--- src/rtl/nn_pkg.sv ---
// Shared types and fixed-point helpers for the dense-layer engines.
// Helpers work on a wide signed carrier so any layer width up to 31 bits can reuse them.
package nn_pkg;

  localparam int WIDE_W = 64;
  typedef logic signed [WIDE_W-1:0] wide_t;

  typedef enum logic [1:0] {
    MODE_FWD = 2'b00,
    MODE_UPD = 2'b01
  } mode_e;

  typedef enum logic [2:0] {
    S_IDLE,
    S_MAC,
    S_WB,
    S_UPD,
    S_FIN
  } state_e;

  // Fixed-point 1.0 for a given number of fraction bits.
  function automatic wide_t one_fx(input int fw);
    return wide_t'(1) <<< fw;
  endfunction

  function automatic wide_t sat_dw(input wide_t a, input int dw);
    wide_t hi;
    wide_t lo;
    hi = (wide_t'(1) <<< (dw - 1)) - wide_t'(1);
    lo = -(wide_t'(1) <<< (dw - 1));
    if (a > hi) return hi;
    if (a < lo) return lo;
    return a;
  endfunction

  // clamp(a/4 + 0.5, 0, 1.0)
  function automatic wide_t hard_sigmoid(input wide_t a, input int fw);
    wide_t t;
    t = (a >>> 2) + (one_fx(fw) >>> 1);
    if (t < wide_t'(0)) return wide_t'(0);
    if (t > one_fx(fw)) return one_fx(fw);
    return t;
  endfunction

endpackage

--- src/rtl/nn_mac_sat.sv ---
// Shared signed multiplier with run-time arithmetic shift; also produces the
// saturated gradient step base - (a*b >>> sh) for in-place weight updates.
module nn_mac_sat
  import nn_pkg::*;
#(
  parameter int DW  = 16,
  parameter int SHW = 4
) (
  input  logic signed [DW-1:0]   a_i,
  input  logic signed [DW-1:0]   b_i,
  input  logic        [SHW-1:0]  sh_i,
  input  logic signed [DW-1:0]   base_i,
  output logic signed [2*DW-1:0] prod_sh_o,
  output logic signed [DW-1:0]   upd_o
);

  logic signed [2*DW-1:0] prod;
  wide_t                  diff;

  assign prod      = (2*DW)'(a_i) * (2*DW)'(b_i);
  assign prod_sh_o = prod >>> sh_i;
  assign diff      = wide_t'(base_i) - wide_t'(prod_sh_o);
  assign upd_o     = DW'(sat_dw(diff, DW));

endmodule

--- src/rtl/nn_layer_engine.sv ---
// Time-multiplexed dense layer: forward y = act(W*x + b) or in-place gradient
// update, both sequenced over one shared multiplier.
module nn_layer_engine
  import nn_pkg::*;
#(
  parameter int N_IN     = 2,
  parameter int N_OUT    = 3,
  parameter int DW       = 16,
  parameter int FW       = 10,
  parameter int LR_SHIFT = 3,
  parameter int ACT      = 1,
  localparam int NW      = N_OUT * (N_IN + 1),
  localparam int AW      = (NW > 1) ? $clog2(NW) : 1
) (
  input  logic                  clk,
  input  logic                  res,
  input  logic                  start,
  input  logic [1:0]            mode,
  input  logic [N_IN*DW-1:0]    x_in,
  input  logic [N_OUT*DW-1:0]   delta_in,
  input  logic                  wr_en,
  input  logic [AW-1:0]         wr_addr,
  input  logic [DW-1:0]         wr_data,
  input  logic [AW-1:0]         rd_addr,
  output logic [DW-1:0]         rd_data,
  output logic                  busy,
  output logic                  done,
  output logic [N_OUT*DW-1:0]   y_out
);

  localparam int IW   = $clog2(N_IN + 1);
  localparam int JW   = (N_OUT > 1) ? $clog2(N_OUT) : 1;
  localparam int ACCW = 2 * DW + IW;
  localparam int SHW  = $clog2(FW + LR_SHIFT + 1);

  state_e                       state_q, state_d;
  logic [IW-1:0]                i_q, i_d;
  logic [JW-1:0]                j_q, j_d;
  logic signed [ACCW-1:0]       acc_q, acc_d;
  logic [N_IN-1:0][DW-1:0]      x_q, x_d;
  logic [N_OUT-1:0][DW-1:0]     dl_q, dl_d;
  logic [N_OUT-1:0][DW-1:0]     y_q, y_d;
  logic [NW-1:0][DW-1:0]        w_q, w_d;

  logic [AW-1:0]                widx;
  logic signed [DW-1:0]         w_cur, x_cur, dl_cur, a_op, upd, y_new;
  logic signed [2*DW-1:0]       prod_sh;
  logic [SHW-1:0]               sh;

  assign widx = AW'(j_q) * AW'(N_IN + 1) + AW'(i_q);

  // Operand steering: column N_IN is the bias, so its input is 1.0.
  always_comb begin
    w_cur = w_q[widx];
    x_cur = DW'(one_fx(FW));
    for (int k = 0; k < N_IN; k++)
      if (i_q == IW'(k)) x_cur = x_q[k];
    dl_cur = '0;
    for (int k = 0; k < N_OUT; k++)
      if (j_q == JW'(k)) dl_cur = dl_q[k];
    a_op  = (state_q == S_UPD) ? dl_cur : w_cur;
    sh    = (state_q == S_UPD) ? SHW'(FW + LR_SHIFT) : SHW'(FW);
    y_new = DW'(sat_dw(wide_t'(acc_q), DW));
    if (ACT == 1) y_new = DW'(hard_sigmoid(sat_dw(wide_t'(acc_q), DW), FW));
  end

  nn_mac_sat #(.DW(DW), .SHW(SHW)) u_mac (
    .a_i       (a_op),
    .b_i       (x_cur),
    .sh_i      (sh),
    .base_i    (w_cur),
    .prod_sh_o (prod_sh),
    .upd_o     (upd)
  );

  always_comb begin
    state_d = state_q;
    i_d     = i_q;
    j_d     = j_q;
    acc_d   = acc_q;
    x_d     = x_q;
    dl_d    = dl_q;
    y_d     = y_q;
    w_d     = w_q;
    case (state_q)
      S_IDLE: begin
        if (wr_en && int'(wr_addr) < NW) w_d[wr_addr] = wr_data;
        if (start && mode == MODE_FWD) begin
          x_d     = x_in;
          acc_d   = '0;
          i_d     = '0;
          j_d     = '0;
          state_d = S_MAC;
        end else if (start && mode == MODE_UPD) begin
          x_d     = x_in;
          dl_d    = delta_in;
          i_d     = '0;
          j_d     = '0;
          state_d = S_UPD;
        end
      end
      S_MAC: begin
        acc_d = acc_q + ACCW'(prod_sh);
        if (i_q == IW'(N_IN)) state_d = S_WB;
        else                  i_d = i_q + 1'b1;
      end
      S_WB: begin
        for (int k = 0; k < N_OUT; k++)
          if (j_q == JW'(k)) y_d[k] = y_new;
        if (j_q == JW'(N_OUT - 1)) begin
          state_d = S_FIN;
        end else begin
          j_d     = j_q + 1'b1;
          i_d     = '0;
          acc_d   = '0;
          state_d = S_MAC;
        end
      end
      S_UPD: begin
        w_d[widx] = upd;
        if (i_q == IW'(N_IN)) begin
          i_d = '0;
          if (j_q == JW'(N_OUT - 1)) state_d = S_FIN;
          else                       j_d = j_q + 1'b1;
        end else begin
          i_d = i_q + 1'b1;
        end
      end
      S_FIN:   state_d = S_IDLE;
      default: state_d = S_IDLE;
    endcase
  end

  always_ff @(posedge clk) begin
    if (!res) begin
      state_q <= S_IDLE;
      i_q     <= '0;
      j_q     <= '0;
      acc_q   <= '0;
      x_q     <= '0;
      dl_q    <= '0;
      y_q     <= '0;
      w_q     <= '0;
    end else begin
      state_q <= state_d;
      i_q     <= i_d;
      j_q     <= j_d;
      acc_q   <= acc_d;
      x_q     <= x_d;
      dl_q    <= dl_d;
      y_q     <= y_d;
      w_q     <= w_d;
    end
  end

  always_comb begin
    rd_data = '0;
    if (int'(rd_addr) < NW) rd_data = w_q[rd_addr];
  end

  assign busy  = (state_q == S_MAC) || (state_q == S_WB) || (state_q == S_UPD);
  assign done  = (state_q == S_FIN);
  assign y_out = y_q;

endmodule

--- config.mk ---
export PLATFORM = sky130hd
export DESIGN_NAME = nn_layer_engine
export DESIGN_NICKNAME = d
export VERILOG_FILES = /design/src/rtl/nn_pkg.sv /design/src/rtl/nn_mac_sat.sv /design/src/rtl/nn_layer_engine.sv
export SDC_FILE = /design/constraint.sdc
export NUM_CORES = 2
export LEC_CHECK = 0
export ABC_AREA = 1
export BUFFER_PORTS_ARGS = -buffer_cell sky130_fd_sc_hd__clkbuf_2
export CAP_MARGIN = 0
export CORE_MARGIN = 2
export CORE_UTILIZATION = 55
export CTS_CLUSTER_SIZE = 25
export DETAILED_ROUTE_END_ITERATION = 16
export PLACE_DENSITY = 0.73
export REMOVE_ABC_BUFFERS = 1
export SYNTH_ARGS = -nofsm -noshare
export SYNTH_HDL_FRONTEND = slang
export SYNTH_SLANG_ARGS = --single-unit
--- constraint.sdc ---
create_clock -name clk -period 28.5 [get_ports clk]
set_clock_uncertainty 0.05 [all_clocks]
set_input_delay 2.85 -clock clk [delete_from_list [all_inputs] [get_ports clk]]
set_output_delay 2.85 -clock clk [all_outputs]
set_load 0.02 [all_outputs]
After elaboration in Yosys (flattened, before gate mapping)
Cells that the tools add are included.
Operators by class
  bitwise logic cells: 1
  add/sub/neg operators: 6
  reduce and logical (&&, ||, !) cells: 26
  multipliers: 2
  order comparisons: 13
  multiplexer cells: 62
  shifts and indexed selects: 1
  eq/ne operators: 17
Operator list (count)
  two-way mux 16 bit: 19
  bitwise mux 144 bit: 2
  one-hot mux 144 bit (2 select lines): 1
  two-way mux 64 bit: 4
  two-way mux 144 bit: 1
  binary-select mux 16 bit (select 4 bit): 2
  demux 16 bit (select 4 bit): 2
  one-hot mux 34 bit (3 select lines): 1
  two-way mux 34 bit: 2
  two-way mux 32 bit: 2
  adder 62 x 11 -> 63 bit, second input constant: 1
  greater-than comparator 63 x 12 -> 1 bit, second input constant: 1
  < comparator 63 x 1 -> 1 bit, second input constant: 1
  adder 34 x 32 -> 34 bit: 1
  greater-than comparator 34 x 16 -> 1 bit, second input constant: 1
  < comparator 34 x 16 -> 1 bit, second input constant: 1
  greater-than comparator 33 x 16 -> 1 bit, second input constant: 1
  < comparator 33 x 16 -> 1 bit, second input constant: 1
  subtractor 16 x 32 -> 33 bit: 1
  multiplier 16 x 16 -> 32 bit: 1
  >>> shifter 32 x 4 -> 32 bit: 1
  two-way mux 3 bit: 7
  < comparator 4 x 5 -> 1 bit, second input constant: 3
  two-way mux 2 bit: 7
  27 further kinds: 64
Storage, ports and cells
  logic and storage cells: 149
  flip-flop bits (word level): 313

Longest topological paths before layout
  depth in word-level cells: 15
  depth in mapped cells: 58
  gate-level depth less buffers: 56

By module
From an unflattened synthesis, not the netlist that was laid out.
Unflattened totals
  cells, all modules: 5387
  area, all modules: 34632.0 µm²
Modules (own cells, without submodules)
  nn_layer_engine: instances 1, sequential area each 6266.0 µm², cells an instance 2802, area an instance 18496.5 µm²
  nn_mac_sat: instances 1, sequential area each 0.0 µm², cells an instance 2585, area an instance 16135.5 µm²

Least setup slack after synthesis
No wires, ideal clock.
  kind: register to register
  start: reg j_q[0]
  end: reg w_q[101] (netlist name)
  setup slack: 18.137 ns
  arrival time: 10.181 ns
  required time: 28.318 ns
  setup time: 0.132 ns
  path buffers: 6
  cell stages (with the launch flop): 49
  period minus slack after synthesis: 10.363 ns
  cell sequence: dfxtp_1 > fa_1 > ha_1 > nor2_4 > clkbuf_1 > clkbuf_1 > buf_1 > a21oi_1 > nand3_1 > nand4_1 > nand2_1 > clkbuf_1 > nor2_1 > fa_1 > inv_1 > fa_1 > inv_1 > fa_1 > [13 not listed] > o21ai_0 > inv_1 > ha_1 > a21oi_1 > o21ai_0 > o21bai_1 > a21oi_1 > o21ai_0 > nand2_1 > nand3_1 > o21ai_0 > buf_2 > inv_1 > nand2_1 > buf_4 > nand2_2 > nand2_1 > a21oi_1
On the way
  cells in the longest elaborated chain, start to end: 15
  elaborated cells on any way between the ends: 29
  classes of those cells: add/sub (2); mul (2); order compare (4); eq/ne (2); shift (1); mux (16); reduce/logical (2)
RTL lines
  from (decl): line nn_layer_engine.sv:38  | logic [JW-1:0] j_q, j_d;
  from (signal assigned): line nn_layer_engine.sv:147  | j_q <= j_d;
  multiplier 2 x 2 -> 4 bit or zero test 2 bit (tied branches): line nn_layer_engine.sv:50, nn_layer_engine.sv:60
  adder 4 x 2 -> 4 bit or two-way mux 16 bit (tied branches): line nn_layer_engine.sv:50, nn_layer_engine.sv:60
  binary-select mux 16 bit (select 4 bit) or two-way mux 16 bit (tied branches): line nn_layer_engine.sv:54, nn_layer_engine.sv:60
  two-way mux 16 bit, on equally long branches: line nn_layer_engine.sv:54, nn_layer_engine.sv:60
  two-way mux 16 bit: line nn_layer_engine.sv:61  | a_op = (state_q == S_UPD) ? dl_cur : w_cur;
  multiplier 16 x 16 -> 32 bit: line nn_mac_sat.sv:20  | assign prod = (2*DW)'(a_i) * (2*DW)'(b_i);
  >>> shifter 32 x 4 -> 32 bit: line nn_mac_sat.sv:21  | assign prod_sh_o = prod >>> sh_i;
  subtractor 16 x 32 -> 33 bit: line nn_mac_sat.sv:22  | assign diff = wide_t'(base_i) - wide_t'(prod_sh_o);
  < comparator 33 x 16 -> 1 bit: line nn_pkg.sv:32  | if (a < lo) return lo;
  two-way mux 1 bit (2 in series): line nn_pkg.sv:32
  two-way mux 16 bit: line nn_pkg.sv:33  | return a;
  two-way mux 16 bit: line nn_pkg.sv:32
  bitwise mux 144 bit *: line nn_layer_engine.sv:120  | w_d[widx] = upd;
  one-hot mux 144 bit (2 select lines) *: line nn_layer_engine.sv:85  | case (state_q)
  to (signal assigned): line nn_layer_engine.sv:152  | w_q <= w_d;
  to (decl): line nn_layer_engine.sv:43  | logic [NW-1:0][DW-1:0] w_q, w_d;
Mark *: on every way between the ends. The rest lies on a longest branch, timed or not. The select of a mux whose other input is x is not followed.
A chain may end at the register's enable or synchronous reset.

Worst setup path after layout
  start: reg j_q[0]
  end: reg w_q[81] (netlist name)
The elaborated chain is that of the path after synthesis.

==> summary.txt <==
Timing
  – # setup viols final: 0
  – RSZ-0062 raised after global routing: false
  – Tightest Pin Transition: about 1.3 ns
  – Final Hold Viols: 0
  – Final hold slack: between 0.3 and 0.4 ns
  – Min Tclk post-route: 14.05 ns
  – Post-route setup slack: ~14 ns
  – Setup TNS: 0 ns
  – F_max: ~0.071 GHz
  – Max-slew violations: 0
  – Tcrit/Tclk final: ~49%
  – Relative slew slack: around 9.8%

Global routing
  – Gr busiest metal: met2
  – Initial antenna violation count: 4
  – Grt met3 use: under 10%
  – Pin count of the biggest net entering global routing: approximately 110
  – Grt met1 use: 47.8%
  – Vias in the first global route: roughly 30,000
  – First-pass GRT wire length: 162 mm
  – Gr ovfl total: 0
  – Total GRT Usage: a little over a third
  – GR Util met2: around 56%

Route
  – Total wire length: approximately 100 mm
  – Vias per cell: between 5 and 6
  – # DRC: 0
  – Routed len/inst: just under 20 µm
  – Routed via count: 31,057
  – DRT antenna net count: 0
  – DR pass1 iterations: 9
  – Drt initial violations: approximately 3,700

Synth
  – Number of synthesized flops with an enable pin: 0
  – Yosys top cell by area: dfxtp_1
  – Ys flop type: dfxtp_1
  – Most frequently used cell type in the post-synthesis netlist: nand2_1
  – Share of the synthesized area in the top cell type: ~21%
  – Sequential cell area fraction in the yosys report: between 20% and 30%
  – Cells after synthesis: 4,489
  – Synthesized area: a little over 30,000 µm²
  – Avg Cell Area, Syn: slightly below 7 µm²
  – Ys async rst share: 0%
  – Synth top cells by count: nand2_1, inv_1, nor2_1
  – Distinct cells, synth: between 50 and 60
  – Seq cells post-synth: around 310
  – Most area-consuming cells after synthesis: dfxtp_1, fa_1, nand2_1
  – Synth warn: 0

Status
  – Status: completed

Critical path
  – CP max stage cell: o311ai_0
  – Crit Path Max Fanout: 15
  – Critical path launch point type: flop
  – Worst setup EP type: flop
  – Type of the worst setup path: reg2reg
  – Buf/Inv on CP: 10
  – Critical path arrival: roughly 14 ns
  – Worst path max stage delay: between 0.9 and 1 ns
  – Crit. Startpoint: j_q[0]
  – Worst path top cell family by delay: adder cells
  – Critical Path RT: 28.85 ns
  – Most frequent CP cell: nand2_1
  – FF-to-FF Start: j_q[0]

Clocking
  – Post-CTS resize count: 0
  – Clk_lat worst skew: roughly 0.59 ns
  – Clock root cell: clkbuf_16
  – # hold bufs at CTS: 0
  – TritonCTS sink count: 313
  – Clock transition at path regs: around 0.060 ns
  – Clock tree buffer depth: 3
  – CTS tree: done
  – H-tree depth: 2
  – CTS buffer count: 37
  – Postcts setup bufs: 0

Floorplanning
  – IO Count: 176
  – Die X-Extent: approximately 240 µm
  – Die area: about 57,000 µm²
  – Starting density of the core: a little under three fifths
  – Core ar.: 54,800 µm²
  – Row count: 86
  – Die Height: between 200 and 250 µm

Run
  – Max capacitance violation total: 0

Finish
  – NumNets Final: around 5,100
  – Fillers: between 5,000 and 6,000
  – P&R area growth vs syn: 8.99%
  – Share of post-route cells with drive strength above 1: 8.41%
  – Final Non-Filler Cells: 5,295

Placed design
  – IO Port Bufs: between 150 and 200
  – Routability cong.: approximately 1.0
  – Placed insts: about 5,200
  – Post-DP HPWL: ~73 mm
  – Pre-CTS WS: 14.98 ns

Worst hold path
  – Hold Startpoint: y_out[45]
  – Worst Hold Class: reg2reg
## state kept, by name, summed over array words and instances, names as in the netlist
signal	cells
acc_q	34
y_out	48
j_q	2
state_q	3
dl_q	48
w_q	144
x_q	32
i_q	2
## stage by stage
stage	util [%]	cell area, µm²
floorplan	-	29600
global placement	58.1	31800
detailed placement	58.1	31800
CTS	60.3	33000
global route	60.3	33000
finish	60.4	33100
## final cells by class
cell class / count / area, µm² / area share, %
clock inverters: 11 / 170 / 0.515
repair buffers: 232 / 1310 / 3.95
multi-input cells: 3294 / 20800 / 62.9
flip-flops and latches: 313 / 6270 / 19.0
diodes: 3 / 7.51 / 0.0227
inverters: 685 / 2580 / 7.79
well taps: 704 / 881 / 2.66
clock buffers: 53 / 1060 / 3.20
## final timing paths
kind	endpoint	slack [ns]	depth (start not counted)
min reg2reg	y_out[45]	0.39	2
max reg2reg	w_q[81]	14.45	53
min	y_out[45]	0.39	2
max	w_q[81]	14.45	53
## kinds of logic after synthesis
group / share of synthesized area (%)
flip-flops: 20.7
adder cells (fa/ha/maj): 23.6
buffers and inverters: 11.0
AO/OA/AOI/OAI: 19.5
AND/OR/NAND/NOR: 23.8
XOR/XNOR: 1.44
## placed cells by master (no fill, tap or decap), types with 15 or more instances in the layout
master and n:
a21oi_1 494, a22oi_1 23, a31o_2 18, a31oi_1 112, buf_4 58, clkbuf_16 38
clkbuf_2 173, dfxtp_1 313, fa_1 265, ha_1 148, inv_1 666, nand2_1 818
nand2_2 15, nand3_1 176, nand4_1 24, nor2_1 604, nor3_1 24, o21ai_0 352
or2_2 21, xnor2_1 24, xor2_1 26
## worst min-delay path, stage by stage, from the launching register on
cell,delay (ns)
dfxtp_1,0.31
nand2_1,0.06
nor2_1,0.03
## per-layer routing
metal,wire length (µm),part of all wire (%)
met5,9,0.0088
met2,44500,43
met3,11800,11
met4,5540,5.4
met1,40900,40
Power is not shown: default switching activity piles up to over one toggle a cycle in this logic, so the estimate is an artifact.
